`src/rtl/ts_pid_filter.sv`:
```
`default_nettype none
// ============================================================================
// ts_pid_filter : MPEG-TS packet PID filter with speculative-write output FIFO
// Revision      : 1.0 - initial release
// ============================================================================
module ts_pid_filter #(
  parameter int NUM_FILT   = 8,
  parameter int OUT_W      = 32,
  parameter int FIFO_DEPTH = 128,
  localparam int c_IDX_W   = (NUM_FILT > 1) ? $clog2(NUM_FILT) : 1
) (
  input  logic               dmx_clk,
  input  logic               rst_n,
  input  logic               fr_ts_sync,
  input  logic               fr_ts_dvalid,
  input  logic [7:0]         fr_ts_di,
  input  logic               fr_ts_derr,
  input  logic               filt_mode,
  input  logic               cfg_we,
  input  logic [c_IDX_W-1:0] cfg_idx,
  input  logic [12:0]        cfg_pid,
  input  logic               cfg_en,
  output logic [OUT_W-1:0]   out_data,
  output logic               out_last,
  output logic               out_valid,
  input  logic               out_ready,
  output logic [31:0]        pkt_cnt,
  output logic [15:0]        drop_cnt,
  output logic               out_int
);

  localparam int c_BPW = OUT_W / 8;
  localparam int c_WPP = 188 / c_BPW;
  localparam int c_AW  = $clog2(FIFO_DEPTH);

  typedef enum logic [1:0] {
    S_IDLE = 2'd0,
    S_HDR  = 2'd1,
    S_BODY = 2'd2,
    S_SKIP = 2'd3
  } state_t;

  state_t             r_state;
  state_t             w_next;

  logic [OUT_W:0]     r_mem [FIFO_DEPTH];
  logic [c_AW:0]      r_rd_ptr;
  logic [c_AW:0]      r_wr_spec;
  logic [c_AW:0]      r_wr_commit;
  logic [7:0]         r_bcnt;
  logic [4:0]         r_pid_hi;
  logic [12:0]        r_tbl_pid [NUM_FILT];
  logic [NUM_FILT-1:0] r_tbl_en;

  logic               w_start;
  logic               w_wr;
  logic               w_abort;
  logic               w_commit;
  logic               w_drop;
  logic               w_ovf;
  logic               w_match;
  logic               w_room;
  logic               w_word_done;
  logic [7:0]         w_pos;
  logic [c_AW:0]      w_used;
  logic [c_AW:0]      w_base;
  logic [12:0]        w_pid;
  logic [OUT_W-1:0]   w_word;
  logic [OUT_W:0]     w_rd_word;

  // Packet-start room check is against the committed pointer: any in-flight
  // speculative data is discarded before a new packet can start.
  assign w_used = r_wr_commit - r_rd_ptr;
  assign w_room = ({1'b0, w_used} + (c_AW+2)'(c_WPP)) <= (c_AW+2)'(FIFO_DEPTH);

  assign w_pid  = {r_pid_hi, fr_ts_di};

  always_comb begin
    w_match = 1'b0;
    for (int i = 0; i < NUM_FILT; i++) begin
      if (r_tbl_en[i] && (r_tbl_pid[i] == w_pid)) begin
        w_match = 1'b1;
      end
    end
  end

  always_ff @(posedge dmx_clk or negedge rst_n) begin
    if (!rst_n) begin
      r_state <= S_IDLE;
    end else begin
      r_state <= w_next;
    end
  end

  always_comb begin
    w_next   = r_state;
    w_start  = 1'b0;
    w_wr     = 1'b0;
    w_abort  = 1'b0;
    w_commit = 1'b0;
    w_drop   = 1'b0;
    w_ovf    = 1'b0;
    if (fr_ts_dvalid) begin
      if ((r_state == S_IDLE) || fr_ts_sync) begin
        w_abort = (r_state != S_IDLE);
        w_next  = S_IDLE;
        if (fr_ts_sync && (fr_ts_di == 8'h47)) begin
          if (w_room) begin
            w_start = 1'b1;
            w_wr    = 1'b1;
            w_next  = S_HDR;
          end else begin
            w_drop  = 1'b1;
            w_ovf   = 1'b1;
            w_next  = S_SKIP;
          end
        end
      end else if (r_state != S_SKIP) begin
        if (fr_ts_derr) begin
          w_abort = 1'b1;
          w_drop  = 1'b1;
          w_next  = S_SKIP;
        end else if ((r_state == S_HDR) && (r_bcnt == 8'd2) && !(filt_mode || w_match)) begin
          w_abort = 1'b1;
          w_next  = S_SKIP;
        end else begin
          w_wr = 1'b1;
          if ((r_state == S_HDR) && (r_bcnt == 8'd2)) begin
            w_next = S_BODY;
          end
          if ((r_state == S_BODY) && (r_bcnt == 8'd187)) begin
            w_commit = 1'b1;
            w_next   = S_IDLE;
          end
        end
      end
    end
  end

  assign w_pos       = w_start ? 8'd0 : r_bcnt;
  assign w_word_done = (w_pos & 8'(c_BPW - 1)) == 8'(c_BPW - 1);
  assign w_base      = w_abort ? r_wr_commit : r_wr_spec;

  generate
    if (OUT_W > 8) begin : g_pack
      logic [OUT_W-9:0] r_acc;
      assign w_word = {r_acc, fr_ts_di};
      always_ff @(posedge dmx_clk or negedge rst_n) begin
        if (!rst_n) begin
          r_acc <= '0;
        end else if (w_wr) begin
          r_acc <= w_word[OUT_W-9:0];
        end
      end
    end else begin : g_byte
      assign w_word = fr_ts_di;
    end
  endgenerate

  always_ff @(posedge dmx_clk) begin
    if (w_wr && w_word_done) begin
      r_mem[w_base[c_AW-1:0]] <= {w_commit, w_word};
    end
  end

  always_ff @(posedge dmx_clk or negedge rst_n) begin
    if (!rst_n) begin
      r_rd_ptr    <= '0;
      r_wr_spec   <= '0;
      r_wr_commit <= '0;
      r_bcnt      <= '0;
      r_pid_hi    <= '0;
      pkt_cnt     <= '0;
      drop_cnt    <= '0;
      out_int     <= 1'b0;
      r_tbl_en    <= '0;
      for (int i = 0; i < NUM_FILT; i++) begin
        r_tbl_pid[i] <= '0;
      end
    end else begin
      if (out_valid && out_ready) begin
        r_rd_ptr <= r_rd_ptr + 1'b1;
      end
      if (w_wr && w_word_done) begin
        r_wr_spec <= w_base + 1'b1;
      end else if (w_abort) begin
        r_wr_spec <= r_wr_commit;
      end
      if (w_commit) begin
        r_wr_commit <= w_base + 1'b1;
        pkt_cnt     <= pkt_cnt + 1'b1;
      end
      if (w_start) begin
        r_bcnt <= 8'd1;
      end else if (w_wr) begin
        r_bcnt <= r_bcnt + 1'b1;
      end
      // The byte written just before the byte-2 decision is byte 1.
      if (w_wr) begin
        r_pid_hi <= fr_ts_di[4:0];
      end
      if (w_drop && (drop_cnt != 16'hFFFF)) begin
        drop_cnt <= drop_cnt + 1'b1;
      end
      out_int <= w_ovf;
      if (cfg_we && ({1'b0, cfg_idx} < (c_IDX_W+1)'(NUM_FILT))) begin
        r_tbl_pid[cfg_idx] <= cfg_pid;
        r_tbl_en[cfg_idx]  <= cfg_en;
      end
    end
  end

  assign out_valid = (r_wr_commit != r_rd_ptr);
  assign w_rd_word = r_mem[r_rd_ptr[c_AW-1:0]];
  assign out_data  = out_valid ? w_rd_word[OUT_W-1:0] : '0;
  assign out_last  = out_valid ? w_rd_word[OUT_W] : 1'b0;

endmodule
`default_nettype wire

```
`config.mk`:
```
export PLATFORM = sky130hd
export DESIGN_NAME = ts_pid_filter
export DESIGN_NICKNAME = d
export VERILOG_FILES = /design/src/rtl/ts_pid_filter.sv
export SDC_FILE = /design/constraint.sdc
export NUM_CORES = 2
export LEC_CHECK = 0
export CORE_MARGIN = 1.5
export CORE_UTILIZATION = 60
export DETAILED_ROUTE_END_ITERATION = 6
export PLACE_DENSITY = 0.78
export SKIP_CTS_REPAIR_TIMING = 1
export SYNTH_ARGS = -nofsm -noshare
export SYNTH_HDL_FRONTEND = slang
export SYNTH_MEMORY_MAX_BITS = 65536
export SYNTH_SLANG_ARGS = --single-unit
```
`constraint.sdc`:
```
create_clock -name dmx_clk -period 14.8 [get_ports dmx_clk]
set_clock_uncertainty 0.1 [all_clocks]
set_input_delay 1.48 -clock dmx_clk [delete_from_list [all_inputs] [get_ports dmx_clk]]
set_output_delay 1.48 -clock dmx_clk [all_outputs]
set_load 0.02 [all_outputs]
```
==> summary.md <==
| Metric | Value |
|---|---|
| Outcome | finished, violations left |
| Failing checks | design-rule violations |
| TritonCTS buffer count | 420 |
| Met2 Use GR | 54.17% |
| Initial Util | 60.27% |
| Clock buffer depth | 4 |
| Vias in the first global route | 87490 |
| WHS | 384.3 ps |
| PortBufs | 115 |
| XOR/XNOR share of the synthesized area | 0.9077% |
| Synthesized area per cell | 23.98 um2 |
| Number of DRC markers in iteration 0 | 16010 |
| # rows | 196 |
| Slew Limit Fails | 0 |
| Synthesized Nets | 7209 |
| Mux contribution to synthesized area | 19.22% |
| Syn Std Cell Area | 0.1717 mm2 |
| CTS tree | built |
| Commonest non-fill, non-tap cell in the layout | edfxtp_1 |
| Kind of critical path | reg -> out |
| Core area | 0.2850 mm2 |
| Clock sinks | 4443 |
| IO Pins | 116 |
| Area of the multi-input gates | 0.03862 mm2 |
| Number of synthesized register bits | 4443 |
| Pwr Density | 199.0 mW/mm2 |
| Final hold vios | 0 |
| Adder-Cell Fraction of Synth Area | 0.09908% |
| Final setup fails | 0 |
| Yosys warns | 0 |
| Die Ht | 538.0 um |
| DIE AREA | 0.2895 mm2 |
| Largest family of logic cells by synthesized area | multiplexers |
| Largest net degree at the start of global routing | 146 |
| Drt drc | 74 |
| Drt wl/cell | 42.77 um |
| Global route overflow | 0 |
| Unrepaired setup endpoints after global routing | no |
| VDD IR max | 0.2435 mV |
| Dpl hpwl | 239200 um |
| GR peak layer | met2 |
| Total Routing Usage GR | 34.83% |
| Fin crit share | 60.10% |
| Vias per std cell | 7.562 |
| Slew @ Worst Pin | 1394 ps |
| Setup_tns | 0 ps |
| Sequential Area | 0.1324 mm2 |
| Most frequent cells in the layout | 4224 x edfxtp_1, 1386 x mux4_2, 434 x clkbuf_16, 218 x buf_4, 191 x dfrtp_1 |
| Final Util | 67.55% |
| EDFF count, synth | 4224 |
| Fillers | 15580 |
| First-pass GRT wire length | 694200 um |
| Root buf cell | clkbuf_16 |
| Worst EP required | 13220 ps |
| Die X-Extent | 538.0 um |
| Fin crit period | 8895 ps |
| Leakage power | 60.70 nW |
| CP endpoint kind | output port |
| Critical Path AT | 7310 ps |
| DRT Pass-1 Iters | 7 |
| Post-synth ARST share | 4.929% |
| Met1 Use GR | 45.09% |
| Layout area overhead | 12.08% |
| GP Congestion | 0.9002 |
| Slew HR | 7.043% |
| M3 GR Usage | 10.13% |
| Clk Latency, worst-skew pair | 950 ps |
| Hold WC Path Type | reg -> reg |
| Setup crit start kind | flop |
| Fmax | 112.4 MHz |
| Seq/Total Area, Yosys | 77.04% |
| Total of max-cap violations | 0 |
| Unique masters post-synth | 63 |
| Clk pin slew, worst setup/hold paths | 70 ps |
| Ys flop type | edfxtp_1 |
| DR vias | 88170 |
| Complex-gate fraction of the synthesized area | 0.3744% |
| Mapped Cells | 7163 |
| Layout cell share with drive strength beyond 1 | 32.45% |
| Final ANT Viol Nets | 0 |
| Simple-gate share of the synthesized area | 1.324% |
| Total wire length | 498700 um |
| CTS H-tree depth | 5 |
| Initial antenna violation count | 63 |
| Largest fanout on the critical path | 122 |
| Nets@finish | 7573 |
-- metal layers --
layer | vias up | wire length, um
met5 | - | 282
met4 | 40 | 32410
met3 | 1772 | 69440
met2 | 8896 | 237000
met1 | 46090 | 159500
li1 | 31370 | -
-- worst max-delay path, cell delays in order, from the launching register on --
cell and delay, ps:
dfrtp_4 1040, buf_12 690, buf_4 720, buf_4 710, mux4_2 460, mux4_2 580
mux4_2 510, nand2_1 500, a21oi_1 290, clkdlybuf4s50_1 620
-- per-stage QoR --
step,instances,cell area [um2],setup slack (ps),total power [W]
CTS,11640,192400,6166,0.03796
finish,11660,192500,5905,0.03830
detailed placement,10870,178800,7137,0.02671
floorplan,7163,171800,8070,0.02236
global route,11640,192400,5908,0.03881
global placement,10870,178800,7345,0.02649
-- cells in the mapped netlist (all sizes together) (2+ instances only) --
cell type	instances	area (um2)
o211ai	4	30.03
o21bai	2	15.01
o21ai	19	98.84
o32a	2	20.02
nor4	9	56.30
or2	15	93.84
a21o	2	15.01
xnor2	144	1261
dfrtp	219	5480
clkbuf	191	716.9
nand2	116	435.4
nand2b	7	43.79
or3	2	12.51
mux2	143	1610
ha	12	150.1
nor3b	7	52.55
a31oi	3	25.02
nand4	49	306.5
and4	4	35.03
mux2i	18	180.2
o31ai	2	20.02
nor3	86	435.4
clkinv	2	7.510
mux4	1386	31210
nor2	102	382.9
a21oi	49	249.0
edfxtp	4224	126800
nor2b	6	37.54
nand4b	4	35.03
o221ai	2	17.52
and3	20	125.1
and2	5	31.28
o41a	2	25.02
o21a	4	30.03
nand3	29	145.1
xor2	34	297.8
a211oi	2	15.01
o311ai	2	32.53
inv	19	71.31
buf	203	980.9
-- path summary, 6_finish.rpt --
kind                                 start                to  slack (ps)  cells past startpoint
hold reg to reg                pkt_cnt[31]       pkt_cnt[31]         380                      1
setup reg to reg           g_pack.r_acc[0]     r_mem[22][20]        8090                     13
hold / removal                 pkt_cnt[31]       pkt_cnt[31]         380                      1
min in group asynchronous            rst_n     r_tbl_pid[64]         490                      1
max in group asynchronous            rst_n  g_pack.r_acc[23]       12400                      2
setup / recovery               r_rd_ptr[1]      out_data[29]        5910                      9
-- state kept, by name, indices dropped and copies added (netlist names) --
register,flops
r_rd_ptr,8
r_state,2
r_tbl_pid,104
r_mem,4224
r_wr_commit,8
out_int,1
pkt_cnt,32
drop_cnt,16
g_pack.r_acc,24
r_bcnt,8
r_tbl_en,8
r_wr_spec,8
-- kinds of logic (layout without fill, tap and decap cells) --
kind of cell | Yosys count | after routing
simple gates | 466 | 466
fa+ha+maj | 13 | 13
xor+xnor | 178 | 178
other cells | 0 | 23
compound gates | 101 | 101
mux | 1547 | 1547
buf+inv | 415 | 1126
flops | 4443 | 4443
-- cell type report --
cell class                 count  area share, %
sequential                  4443          68.79
multi-input combinational   2305          20.06
clock buffer                 519          5.858
tap                         3762          2.445
timing repair buffer         336          1.524
clock inverter               250          1.240
inverter                      21        0.04745
antenna                       23        0.02990
-- power by group --
group | leakage [nW] | internal (W) | switching (W) | total [W]
Combinational | 12.6 | 0.00474 | 0.00696 | 0.0117
Clock | 6.67 | 0.00616 | 0.00485 | 0.0110
Sequential | 41.5 | 0.0148 | 0.000760 | 0.0156
Total | 60.7 | 0.0257 | 0.0126 | 0.0383
No activity file was read; power rests on OpenSTA's default activity.
